## config.mk

```make
export PLATFORM = sky130hd
export DESIGN_NAME = tx_burst_shaper
export DESIGN_NICKNAME = d
export VERILOG_FILES = /design/src/rtl/tx_pkg.sv /design/src/rtl/tx_gain_lane.sv /design/src/rtl/tx_burst_shaper.sv
export SDC_FILE = /design/constraint.sdc
export NUM_CORES = 1
export LEC_CHECK = 0
export BUFFER_PORTS_ARGS = -buffer_cell sky130_fd_sc_hd__buf_2
export CAP_MARGIN = 20
export CORE_MARGIN = 2
export CORE_UTILIZATION = 25
export DETAILED_ROUTE_END_ITERATION = 7
export RECOVER_POWER = 25
export REMOVE_ABC_BUFFERS = 1
export SYNTH_ARGS = -nofsm -noshare
export SYNTH_HDL_FRONTEND = slang
export SYNTH_SLANG_ARGS = --single-unit
```

## constraint.sdc

```tcl
create_clock -name GCLK -period 11.5 [get_ports GCLK]
set_clock_uncertainty 0.2 [all_clocks]
set_input_delay 0.575 -clock GCLK [delete_from_list [all_inputs] [get_ports GCLK]]
set_output_delay 0.575 -clock GCLK [all_outputs]
set_load 0.01 [all_outputs]
```

## src/rtl/tx_pkg.sv

```systemverilog
// Shared types and lane layout for the transmit burst shaper.
package tx_pkg;

  typedef enum logic [1:0] {
    IDLE      = 2'd0,
    RAMP_UP   = 2'd1,
    HOLD      = 2'd2,
    RAMP_DOWN = 2'd3
  } tx_state_e;

  localparam int unsigned SAMPLE_W = 16;
  localparam int unsigned COS_LSB  = 0;
  localparam int unsigned SIN_LSB  = 16;

endpackage

```

## src/rtl/tx_gain_lane.sv

```systemverilog
// One signed sample lane scaled by an unsigned gain fraction, floor shift, registered.
module tx_gain_lane
  import tx_pkg::*;
#(
  parameter int unsigned GAIN_W = 12
) (
  input  logic                clk,
  input  logic                rst_n,
  input  logic [SAMPLE_W-1:0] sample,
  input  logic [GAIN_W:0]     gain,
  output logic [SAMPLE_W-1:0] result
);

  localparam int unsigned PROD_W = SAMPLE_W + GAIN_W + 2;

  logic signed [PROD_W-1:0] prod;
  logic [SAMPLE_W-1:0]      result_d, result_q;

  always_comb begin
    prod     = $signed({{(GAIN_W + 2){sample[SAMPLE_W-1]}}, sample})
             * $signed({{(SAMPLE_W + 1){1'b0}}, gain});
    result_d = SAMPLE_W'(prod >>> GAIN_W);
  end

  always_ff @(posedge clk or negedge rst_n) begin
    if (!rst_n) result_q <= '0;
    else        result_q <= result_d;
  end

  assign result = result_q;

endmodule

```

## src/rtl/tx_burst_shaper.sv

```systemverilog
// Gates the DDS sample stream into bursts with linear gain ramps; fixed 2-cycle latency.
module tx_burst_shaper
  import tx_pkg::*;
#(
  parameter int unsigned RAMP_LOG2 = 4,
  parameter int unsigned GAIN_W    = 12,
  parameter int unsigned LEN_W     = 16
) (
  input  logic             GCLK,
  input  logic             reset,
  input  logic [31:0]      DDS_DATA,
  input  logic             DDS_DATA_VALID,
  input  logic             BURST_START,
  input  logic             BURST_ABORT,
  input  logic [LEN_W-1:0] BURST_LEN,
  output logic [31:0]      DAC_DATA,
  output logic             DAC_VALID,
  output logic             BUSY,
  output logic             DONE
);

  localparam int unsigned K_W    = RAMP_LOG2 + 1;
  localparam logic [K_W-1:0] K_MAX  = {1'b1, {RAMP_LOG2{1'b0}}};
  localparam logic [K_W-1:0] K_ONE  = K_W'(1);
  localparam logic [K_W-1:0] K_LAST = K_MAX - K_ONE;
  localparam logic [LEN_W-1:0] LEN_ONE = LEN_W'(1);

  tx_state_e        state_q, state_d;
  logic [K_W-1:0]   k_q, k_d;
  logic [LEN_W-1:0] len_q, len_d;
  logic [LEN_W-1:0] cnt_q, cnt_d;
  logic             done_q, done_d;

  logic [K_W-1:0]   kg;
  logic [GAIN_W:0]  gain;

  logic [31:0]      s1_data_q, s1_data_d;
  logic             s1_valid_q, s1_valid_d;
  logic [GAIN_W:0]  s1_gain_q, s1_gain_d;
  logic             dac_valid_q, dac_valid_d;

  // Ramp-down applies k-1, so an abort continues from the last applied gain.
  always_comb begin
    kg = '0;
    unique case (state_q)
      RAMP_UP, HOLD: kg = k_q;
      RAMP_DOWN:     kg = k_q - K_ONE;
      default:       kg = '0;
    endcase
    gain = (GAIN_W + 1)'(kg) << (GAIN_W - RAMP_LOG2);
  end

  always_comb begin
    state_d = state_q;
    k_d     = k_q;
    len_d   = len_q;
    cnt_d   = cnt_q;
    done_d  = 1'b0;
    unique case (state_q)
      IDLE: begin
        if (BURST_START) begin
          state_d = RAMP_UP;
          k_d     = '0;
          len_d   = BURST_LEN;
          cnt_d   = '0;
        end
      end
      RAMP_UP: begin
        if (BURST_ABORT) begin
          if (k_q == '0) begin
            state_d = IDLE;
            done_d  = 1'b1;
          end else begin
            state_d = RAMP_DOWN;
          end
        end else if (DDS_DATA_VALID) begin
          k_d = k_q + K_ONE;
          if (k_q == K_LAST) state_d = (len_q == '0) ? RAMP_DOWN : HOLD;
        end
      end
      HOLD: begin
        if (BURST_ABORT) begin
          state_d = RAMP_DOWN;
        end else if (DDS_DATA_VALID) begin
          if (cnt_q == len_q - LEN_ONE) state_d = RAMP_DOWN;
          else                          cnt_d   = cnt_q + LEN_ONE;
        end
      end
      RAMP_DOWN: begin
        if (DDS_DATA_VALID) begin
          k_d = k_q - K_ONE;
          if (k_q == K_ONE) begin
            state_d = IDLE;
            done_d  = 1'b1;
          end
        end
      end
      default: state_d = IDLE;
    endcase
  end

  always_comb begin
    s1_data_d   = DDS_DATA;
    s1_valid_d  = DDS_DATA_VALID;
    s1_gain_d   = gain;
    dac_valid_d = s1_valid_q;
  end

  always_ff @(posedge GCLK or negedge reset) begin
    if (!reset) begin
      state_q     <= IDLE;
      k_q         <= '0;
      len_q       <= '0;
      cnt_q       <= '0;
      done_q      <= 1'b0;
      s1_data_q   <= '0;
      s1_valid_q  <= 1'b0;
      s1_gain_q   <= '0;
      dac_valid_q <= 1'b0;
    end else begin
      state_q     <= state_d;
      k_q         <= k_d;
      len_q       <= len_d;
      cnt_q       <= cnt_d;
      done_q      <= done_d;
      s1_data_q   <= s1_data_d;
      s1_valid_q  <= s1_valid_d;
      s1_gain_q   <= s1_gain_d;
      dac_valid_q <= dac_valid_d;
    end
  end

  tx_gain_lane #(.GAIN_W(GAIN_W)) u_cos (
    .clk    (GCLK),
    .rst_n  (reset),
    .sample (s1_data_q[COS_LSB +: SAMPLE_W]),
    .gain   (s1_gain_q),
    .result (DAC_DATA[COS_LSB +: SAMPLE_W])
  );

  tx_gain_lane #(.GAIN_W(GAIN_W)) u_sin (
    .clk    (GCLK),
    .rst_n  (reset),
    .sample (s1_data_q[SIN_LSB +: SAMPLE_W]),
    .gain   (s1_gain_q),
    .result (DAC_DATA[SIN_LSB +: SAMPLE_W])
  );

  assign DAC_VALID = dac_valid_q;
  assign BUSY      = (state_q != IDLE);
  assign DONE      = done_q;

endmodule

```

## Yosys cells after proc, flatten, opt, wreduce, memory -nomap -nowiden

Cells that the tools add are included.

- Add/sub/neg operators: 4
- Multiply operators: 2
- Equality and inequality tests: 18
- Muxes and demuxes: 28
- Reductions and logical operators: 11

Operator list:

| kind | count |
|---|---|
| $mux W16 | 4 |
| $mul A16 B6 Y20 | 2 |
| $pmux W16 S2 | 1 |
| $mux W2 | 10 |
| $mux W5 | 4 |
| $add A16 B1 Y16 const B | 1 |
| $eq A16 B16 Y1 | 1 |
| $logic_not A16 Y1 | 1 |
| $ne A2 B2 Y1 const B | 8 |
| $sub A16 B1 Y16 const B | 1 |
| $pmux W5 S3 | 1 |
| $ne A3 B3 Y1 const B | 4 |
| $pmux W5 S2 | 1 |
| $reduce_and A5 Y1 | 2 |
| $pmux W2 S4 | 1 |
| $reduce_and A7 Y1 | 1 |
| $add A5 B1 Y5 const B | 1 |
| $eq A5 B1 Y1 const B | 1 |
| $eq A5 B4 Y1 const B | 1 |
| $logic_not A5 Y1 | 1 |
| $mux W1 | 5 |
| $sub A5 B1 Y5 const B | 1 |
| $eq A2 B2 Y1 const B | 2 |
| $reduce_bool A2 Y1 | 2 |
| 6 further kinds | 6 |

- Register bits after elaboration: 111
- Bits of input ports: 53
- Output and inout bits: 35

## Logic depth before layout (Yosys ltp)

Gate-level depths: netlist (run 1).

- Depth after elaboration: 6
- Gate-level depth with buffers: 16
- Depth with buffers taken out: 14

## Modules after synthesis

Synthesis (run 1) repeated with hierarchy kept, for this count alone.

- Cells, all modules: 2047
- Area, all modules: 19493.7 µm²

By module, submodules not included:

| module | instances | cells each | area each (µm²) | seq. area each (µm²) |
|---|---|---|---|---|
| tx_gain_lane (u_cos) | 1 | 847 | 7815.0 | 400.4 |
| tx_gain_lane (u_sin) | 1 | 826 | 7702.4 | 400.4 |
| tx_burst_shaper | 1 | 374 | 3976.3 | 1976.9 |

## Worst setup path after synthesis (run 1)

OpenSTA, ideal clock, no wires.

- Kind: reg2reg
- From: register s1_gain_q[8]
- To: register u_sin.result_q[14] (netlist: u_sin.result[14])
- Arrival: 4245 ps
- Data required time: 11236 ps
- Path slack: 6991 ps
- Cell stages (with the launch flop): 17
- Path buffers: 2
- Path through: dfrtp_1 clkbuf_1 clkbuf_1 and2_1 fa_1 inv_1 fa_1 fa_1 inv_1 ha_1 a21o_1 a41o_1 a211oi_1 o31ai_1 o41a_1 nor4b_1 a211o_1

- Word-level cells in the longest chain between the ends: 1

Ends and longest elaborated chain:

| item | RTL line | RTL |
|---|---|---|
| start, declared | tx_burst_shaper.sv:39 | `logic [GAIN_W:0] s1_gain_q, s1_gain_d;` |
| start signal, assigned | tx_burst_shaper.sv:128 | `s1_gain_q <= s1_gain_d;` |
| $mul A16 B6 Y20 | tx_gain_lane.sv:21 | `* $signed({{(SAMPLE_W + 1){1'b0}}, gain});` |
| net u_sin.prod[26] | tx_gain_lane.sv:16 | `logic signed [PROD_W-1:0] prod;` |
| end signal, assigned | tx_gain_lane.sv:27 | `else result_q <= result_d;` |
| end, declared | tx_gain_lane.sv:17 | `logic [SAMPLE_W-1:0] result_d, result_q;` |

The timed path passes the listed nets, and every way through them passes these cells.
A chain may end at the register's enable or synchronous reset.

## Final worst setup path (run 1)

- From: register s1_gain_q[10]
- To: register u_sin.result_q[14] (netlist: u_sin.result[14])

Same word-level chain as after synthesis.

==> metrics.txt, run 1 <==
placed cells 1599; LEAKAGE 5.48 nW; launching element type of the critical path flop; total congestion overflow 0; max_cap viols 1; Post-DP HPWL 17000 um; Gates resized, CTS repair 0; FMAX 195 MHz; Comb pwr share 64.5%; Yosys top cell by area dfrtp_1; initial antenna violation count 1; antenna cells 0; CTS Buf Count 9; vias 7239; worst-path cell chain and2_1, fa_1, inv_1, fa_1, fa_1, inv_1, ha_1, a21o_1, a41o_1, a211oi_1, o31ai_1, o41a_1, nor4b_1, a211o_1; worst-margin pin slew 2.73 ns; total track usage 11.3%; wire per inst 13.5 um; Synth Flop Type dfrtp_1; cell row count 72; TNS Setup 0 ns; vias in the first global route 7428; final hold vios 0; Crit Path Category flop to flop; Syn Inst Count 1019; postcts setup bufs 0; die extent in y 203 um; Die Width 203 um; clock network fraction of total power 11.8%; Synth cell types 61; Synth top area share 28.1%; failing checks capacitance limit, slew limit; clk_lat worst skew 0.38 ns; 1st-iter DRT viols 377; clock slew at reported path FFs 0.08 ns; Post-CTS Hold Fix Bufs 0; min cycle time layout 5.12 ns; CP max FO 32; pwr/cell area 247 nW/um2; gpl congestion 0.841; final worst-path cycle share 44.5%; #FFs+latches synth 111; Crit path arrival time 5.24 ns; internal power 1.45 mW; ys async rst share 100%; DRC 0; Mapped Area 9890 um2; TritonCTS clock tree yes; critical path's most frequent cell fa_1; Final setup viols 0; synthesis-to-layout area growth 12.7%; Layout Nets 1316; CP max stage delay 0.94 ns; share of layout cells above drive strength 1 10.3%; synth top area cells dfrtp_1, fa_1, ha_1, and2_1, inv_1; RSZ-0062 raised after global routing no; final non-filler cell total 1616; Rel. slew slack -82.0%; net switching power 1.30 mW; Ys Warns 0; outcome finished with violations; port bufs 87; Root Buffer clkbuf_16; DRT Pass-1 Iters 5; Design Power 2.75 mW; largest net degree at the start of global routing 62; Worst Path Required 11.62 ns; Sw Share 47.4%; peak supply drop 0.000101 V; CTS Sinks 111; DIE AREA 41200 um2; number of flops mapped to enable cells by yosys 0; slowest CP cell dfrtp_1; CP endpoint kind flop; Vias/cell 4.48; htree depth 3; Initial Util 25.5%; first-pass GRT wire length 37300 um; Post-Route WL 21900 um; post-synthesis sequential area ratio 28.1%; Max Slew Vio Count 52; min-delay worst type input port to flop; clk buf depth 2; Seq pwr share 23.6%; core area 38800 um2; Top Ports 88; Post-Syn Area per Cell 9.71 um2; Post-DRT Antenna Nets 0
[routing by layer]
layer  global-route usage [%]  part of all wire (%)  up-vias
li1                         -                     -     3483
met1                     15.4                    48     3633
met2                     18.5                    47      107
met3                     2.38                   3.9       16
met4                     2.24                   1.1        0
met5                        0                     0        -
[cell usage after synthesis (all sizes together), types with 4 or more instances]
cell,count
a211oi,9
a21o,10
a21oi,23
a31oi,6
a32o,5
and2,149
and3,13
and4,4
clkbuf,25
dfrtp,111
fa,92
ha,78
inv,165
mux2,16
mux2i,6
nand2,46
nand2b,10
nand3,18
nand4,5
nor2,34
nor2b,8
nor3,21
o211ai,9
o21a,4
o21ai,25
o31ai,12
or3,5
or4,9
xnor2,34
xor2,21
[final timing paths]
path                                                   end  slack [ns]  cells after the start                     from
worst max-delay path            u_sin.result[14]$_DFF_PN0_        6.38                     14  s1_gain_q[10]$_DFF_PN0_
worst min-delay path               s1_data_q[27]$_DFF_PN0_         0.1                      1             DDS_DATA[27]
worst max register to register  u_sin.result[14]$_DFF_PN0_        6.38                     14  s1_gain_q[10]$_DFF_PN0_
worst min register to register         DAC_VALID$_DFF_PN0_        0.15                      0    dac_valid_d$_DFF_PN0_
max in group asynchronous               k_q[4]$_DFFE_PN0P_        8.27                      2                    reset
min in group asynchronous        u_sin.result[1]$_DFF_PN0_        0.86                      1                    reset
[flip-flops by register name, indices dropped and copies added, names as in the netlist, named ones only]
register	count
DAC_VALID	1
DONE	1
cnt_q	16
dac_valid_d	1
k_q	5
len_q	16
s1_data_q	32
s1_gain_q	5
state_q	1
u_cos.result	16
u_sin.result	16
[worst max-delay path, delay by kind of cell (launching register included)]
family	cells	cell delay (ns)
AOI/OAI and AO/OA	6	1.46
adders and majority gates	4	1.72
buffers and inverters	2	0.12
DFF	1	0.94
and+or+nand+nor	2	0.59
[power groups by stage]
stage               Sequential [mW]  Clock, mW  Combinational [mW]
finish                        0.650      0.325                1.77
global route                  0.674      0.356                2.06
CTS                           0.653      0.341                1.81
detailed placement            0.660          0                1.80
global placement              0.659          0                1.75
floorplan                     0.644          0                1.35
[cells in the final DEF, fill, tap and decap left out, types with 16 or more instances in the layout]
master / n
inv_1: 165
and2_1: 149
dfrtp_1: 111
fa_1: 92
ha_1: 78
buf_2: 71
nand2_1: 46
nor2_1: 34
xnor2_1: 34
o21ai_0: 25
a21oi_1: 23
nor3_1: 21
xor2_1: 21
nand3_1: 18
clkbuf_1: 17
mux2_2: 16
[stage by stage]
stage / utilization [%] / area, um2 / hold WS, ns / setup WS [ns]
detailed placement: 28.0 / 10900 / 0.144 / 6.47
global placement: 28.0 / 10900 / 0.134 / 6.53
global route: 28.7 / 11200 / 0.0714 / 5.97
floorplan: - / 9780 / 0.0794 / 6.99
finish: 28.7 / 11200 / 0.0988 / 6.38
CTS: 28.8 / 11200 / 0.0262 / 6.43
[cell type report]
type	count	area, um2
Clock buffer	10	229
Clock inverter	6	57.6
Fill cell	4139	27700
Inverter	165	619
Multi-Input combinational cell	715	6380
Sequential cell	111	2780
Tap cell	518	648
Timing Repair Buffer	91	443
[logic make-up (layout without fill, tap and decap cells)]
| group | after synthesis | after routing | synth area share (%) |
|---|---|---|---|
| AND/OR/NAND/NOR | 335 | 335 | 19.1 |
| buffers and inverters | 193 | 272 | 7.44 |
| adder cells (fa/ha/maj) | 170 | 170 | 28.5 |
| AO/OA/AOI/OAI | 133 | 133 | 9.56 |
| flip-flops | 111 | 111 | 28.1 |
| XOR/XNOR | 55 | 55 | 4.87 |
| multiplexers | 22 | 22 | 2.43 |
Note: power is estimated with default switching activity, not from simulation.
==> run 2: changes to the inputs <==
==> constraint.sdc (replaced) <==
create_clock -name GCLK -period 5.3 [get_ports GCLK]
set_clock_uncertainty 0.2 [all_clocks]
set_input_delay 0.265 -clock GCLK [delete_from_list [all_inputs] [get_ports GCLK]]
set_output_delay 0.265 -clock GCLK [all_outputs]
set_load 0.01 [all_outputs]
==> metrics.txt, run 2 (synthesized netlist as in run 1, its figures left out) <==
outcome finished with violations; failing checks capacitance limit, slew limit; worst-margin pin slew 3.47 ns; vias in the first global route 7682; max_cap viols 1; Root Buffer clkbuf_16; FMAX 205 MHz; gpl congestion 0.859; crit path launch s1_gain_q[10]$_DFF_PN0_; CP endpoint kind flop; Top Ports 88; synthesis-to-layout area growth 18.0%; most frequent cells in the layout inv_1, and2_1, dfrtp_1; reg2reg start s1_gain_q[10]$_DFF_PN0_; Seq pwr share 23.1%; CTS Buf Count 9; antenna cells 0; most common cell after layout, fill and taps aside inv_1; TritonCTS clock tree yes; slowest CP cell dfrtp_1; clk_lat worst skew 0.38 ns; clock slew at reported path FFs 0.08 ns; LEAKAGE 5.65 nW; Crit path arrival time 4.99 ns; vias 7440; min cycle time layout 4.87 ns; CP max FO 17; DIE AREA 41200 um2; DRC 0; CTS Sinks 111; 1st-iter DRT viols 289; htree depth 3; Comb pwr share 65.1%; final hold vios 0; first-pass GRT wire length 38100 um; Rel. slew slack -132%; final worst-path cycle share 91.8%; Post-DRT Antenna Nets 0; port bufs 87; launching element type of the critical path flop; Layout Nets 1371; Sw Share 47.3%; initial antenna violation count 2; Crit Path Category flop to flop; Final setup viols 0; peak supply drop 0.000203 V; die extent in y 203 um; Vias/cell 4.45; Reg with most FFs s1_data_q; Final Cell Area 11700 um2; Post-Route WL 22500 um; Max Slew Vio Count 65; clk buf depth 2; pwr/cell area 515 nW/um2; cell row count 72; wire per inst 13.5 um; DRT Pass-1 Iters 5; Worst Path Required 5.42 ns; net switching power 2.84 mW; Post-DP HPWL 17200 um; internal power 3.17 mW; DP Area 10900 um2; total congestion overflow 0; worst hold start BURST_ABORT; worst-path cell chain and2_1, fa_1, inv_1, fa_1, fa_1, inv_1, ha_1, a21o_1, a41o_1, a211oi_1, o31ai_1, o41a_1, nor4b_1, a211o_1; Design Power 6.01 mW; Die Width 203 um; number of flip-flops under the largest register name 32; CP max stage delay 0.56 ns; core area 38800 um2; TNS Setup 0 ns; min-delay worst type input port to flop; Fillers 4045; total track usage 11.6%; largest net degree at the start of global routing 65; clock network fraction of total power 11.8%; RSZ-0062 raised after global routing no; share of layout cells above drive strength 1 8.50%; Initial Util 25.5%; critical path's most frequent cell fa_1
-- run 2: power groups by stage --
stage                     sequential [mW]  clock (mW)  combinational, mW
after detailed placement             1.42           0               3.94
final                                1.39       0.706               3.91
after CTS                            1.40       0.739               3.99
after global placement               1.41           0               3.86
after global routing                 1.44       0.768               4.54
after floorplan                      1.40           0               2.92
-- run 2: per-stage QoR --
| stage | util (%) | setup slack [ns] | cells | hold WS [ns] |
|---|---|---|---|---|
| 2_1_floorplan | - | 0.794 | 991 | -0.231 |
| 3_3_place_gp | 28.1 | 0.578 | 1604 | 0.135 |
| 3_5_place_dp | 28.1 | 0.480 | 1604 | 0.152 |
| 4_1_cts | 30.2 | 0.452 | 1670 | 0.0951 |
| 5_1_grt | 30.1 | 0.115 | 1671 | 0.131 |
| 6_report | 30.1 | 0.433 | 1671 | 0.114 |
-- run 2: area by class of cell --
| class | count | area, um2 | share of cell area [%] |
|---|---|---|---|
| clock inverters | 6 | 60.1 | 0.515 |
| clock buffers | 10 | 229 | 1.96 |
| multi-input cells | 715 | 6380 | 54.7 |
| inverters | 165 | 619 | 5.31 |
| well taps | 518 | 648 | 5.55 |
| flip-flops and latches | 111 | 2780 | 23.8 |
| repair buffers | 146 | 956 | 8.19 |
-- run 2: what timing repair did --
| action | CTS | global route |
|---|---|---|
| hold endpoints to repair | 112 | 0 |
| hold buffers | 50 | 0 |
| endpoints found under the setup margin | 0 | 0 |
| buffers inserted | 0 | 0 |
| gates resized for setup | 0 | 0 |
-- run 2: path summary, 6_finish.rpt --
kind / slack [ns] / cells past startpoint / to
worst max-delay path: 0.43 / 14 / u_sin.result[14]$_DFF_PN0_
worst min-delay path: 0.11 / 3 / DONE$_DFF_PN0_
worst max register to register: 0.43 / 14 / u_sin.result[14]$_DFF_PN0_
worst min register to register: 0.16 / 0 / DAC_VALID$_DFF_PN0_
max in group asynchronous: 1.43 / 3 / len_q[15]$_DFFE_PN0P_
min in group asynchronous: 1.41 / 2 / u_sin.result[1]$_DFF_PN0_
-- run 2: critical path: cells and delay by family, from the launching register on --
family,cells,cell delay [ns]
adders and majority gates,4,1.88
AOI/OAI and AO/OA,6,1.51
DFF,1,0.56
and+or+nand+nor,2,0.56
buffers and inverters,2,0.09
-- run 2: layer usage --
layer	global-route usage, %	routed length [um]	share of wire [%]
met5	0	0	0
met4	2.37	193	0.86
met3	2.36	968	4.3
met2	19.4	10900	49
met1	15.4	10400	46
==> run 3: changes to the inputs <==
==> constraint.sdc (replaced) <==
create_clock -name GCLK -period 6.1 [get_ports GCLK]
set_clock_uncertainty 0.2 [all_clocks]
set_input_delay 0.305 -clock GCLK [delete_from_list [all_inputs] [get_ports GCLK]]
set_output_delay 0.305 -clock GCLK [all_outputs]
set_load 0.01 [all_outputs]
==> metrics.txt, run 3 (synthesized netlist as in run 1, its figures left out) <==
number of flip-flops under the largest register name 32; Worst Path Required 6.22 ns; Reg with most FFs s1_data_q; initial antenna violation count 0; worst-margin pin slew 2.72 ns; Post-Route WL 22200 um; min-delay worst type input port to flop; Post-DRT Antenna Nets 0; total congestion overflow 0; RSZ-0062 raised after global routing no; worst setup margin 1.03 ns; Top Ports 88; DIE AREA 41200 um2; port bufs 87; clock network fraction of total power 11.7%; peak supply drop 0.000174 V; die extent in y 203 um; most common cell after layout, fill and taps aside inv_1; TritonCTS clock tree yes; Seq pwr share 23.8%; hold endpoint DONE$_DFF_PN0_; postcts setup bufs 0; reg2reg start s1_gain_q[10]$_DFF_PN0_; first-pass GRT wire length 37600 um; Post-DP HPWL 16900 um; Sw Share 47.2%; share of layout cells above drive strength 1 10.0%; cell row count 72; total track usage 11.4%; CTS Buf Count 9; core area 38800 um2; FMAX 197 MHz; TNS Setup 0 ns; net switching power 2.46 mW; largest net degree at the start of global routing 62; failing checks capacitance limit, slew limit; Comb pwr share 64.5%; LEAKAGE 5.69 nW; worst-case reg-to-reg path depth 14; synthesis-to-layout area growth 17.8%; gpl congestion 0.838; final hold vios 0; max_cap viols 1; Rel. slew slack -81.7%; Die Width 203 um; final worst-path cycle share 83.2%; most frequent cells in the layout inv_1, and2_1, dfrtp_1; worst hold start BURST_ABORT; Design Power 5.20 mW; crit path launch s1_gain_q[10]$_DFF_PN0_; Max Slew Vio Count 52; Hold Path Cell Cnt 3; reg-to-reg endpoint u_sin.result[14]$_DFF_PN0_; R2R Setup Slk 1.03 ns; CP max FO 32; antenna cells 0; DRC 0; launching element type of the critical path flop; Initial Util 25.5%; Root Buffer clkbuf_16; min cycle time layout 5.07 ns; 1st-iter DRT viols 355; Vias/cell 4.48; wire per inst 13.3 um; Layout Nets 1366; clk_lat worst skew 0.38 ns; outcome finished with violations; Crit Path Category flop to flop; Final setup viols 0; DRT Pass-1 Iters 5; vias in the first global route 7592; htree depth 3; clock slew at reported path FFs 0.09 ns; pre-CTS setup slack 1.08 ns; internal power 2.75 mW; vias 7462; CP endpoint kind flop; pwr/cell area 446 nW/um2; clk buf depth 2; CTS Sinks 111; Crit path arrival time 5.19 ns
[run 3: cell count changes in the layout (fill, tap and decap cells not counted), sizes merged]
cell | before | now
clkbuf | 47 | 24
clkinv | 1 | 0
inv | 170 | 171
buf | 59 | 77
[run 3: worst max-delay path by stage]
stage / end / slack [ns] / cells after the start
floorplan: u_sin.result[14]$_DFF_PN0_ / 1.59 / 14
global placement: u_sin.result[14]$_DFF_PN0_ / 1.12 / 14
detailed placement: u_sin.result[14]$_DFF_PN0_ / 1.08 / 14
CTS: u_sin.result[14]$_DFF_PN0_ / 1.03 / 14
global route: u_sin.result[14]$_DFF_PN0_ / 0.71 / 14
finish: u_sin.result[14]$_DFF_PN0_ / 1.03 / 14
[run 3: cell type report]
class,count,area (um2)
fillers,4090,27200
multi-input cells,715,6380
flip-flops and latches,111,2780
repair buffers,141,946
well taps,518,648
inverters,165,619
clock buffers,10,229
clock inverters,6,57.6
[run 3: power by group through the flow]
stage / registers, mW / logic (mW) / clock network (mW)
after floorplan: 1.21 / 2.54 / 0
after global placement: 1.26 / 3.29 / 0
after detailed placement: 1.26 / 3.36 / 0
after CTS: 1.25 / 3.41 / 0.634
after global routing: 1.28 / 3.86 / 0.662
final: 1.24 / 3.35 / 0.610
[run 3: metal layers]
metal | wire length [um] | up-vias | track usage [%]
met5 | 0 | - | 0
met4 | 212 | 0 | 2.50
met3 | 985 | 14 | 2.42
met2 | 10700 | 134 | 18.9
met1 | 10300 | 3735 | 15.1
li1 | - | 3579 | -
[run 3: stage by stage]
stage	util, %	instance area, um2	cells	hold WS [ns]
floorplan	-	9780	991	-0.191
global placement	28.0	10900	1599	0.134
detailed placement	28.0	10900	1599	0.143
CTS	30.1	11700	1665	0.136
global route	30.0	11700	1666	0.156
finish	30.0	11700	1666	0.150
[run 3: what timing repair did]
item	4_1_cts	5_1_grt
resized for setup	0	0
hold endpoints to repair	99	0
hold buffers	50	0
[run 3: critical path: stages (launching register included)]
cell      delay, ns
dfrtp_1        0.92
and2_1         0.27
fa_1           0.39
inv_1          0.08
fa_1           0.43
fa_1           0.55
inv_1          0.04
ha_1           0.33
a21o_1         0.20
a41o_1         0.25
a211oi_1       0.33
o31ai_1        0.17
o41a_1         0.38
nor4b_1        0.31
a211o_1        0.14
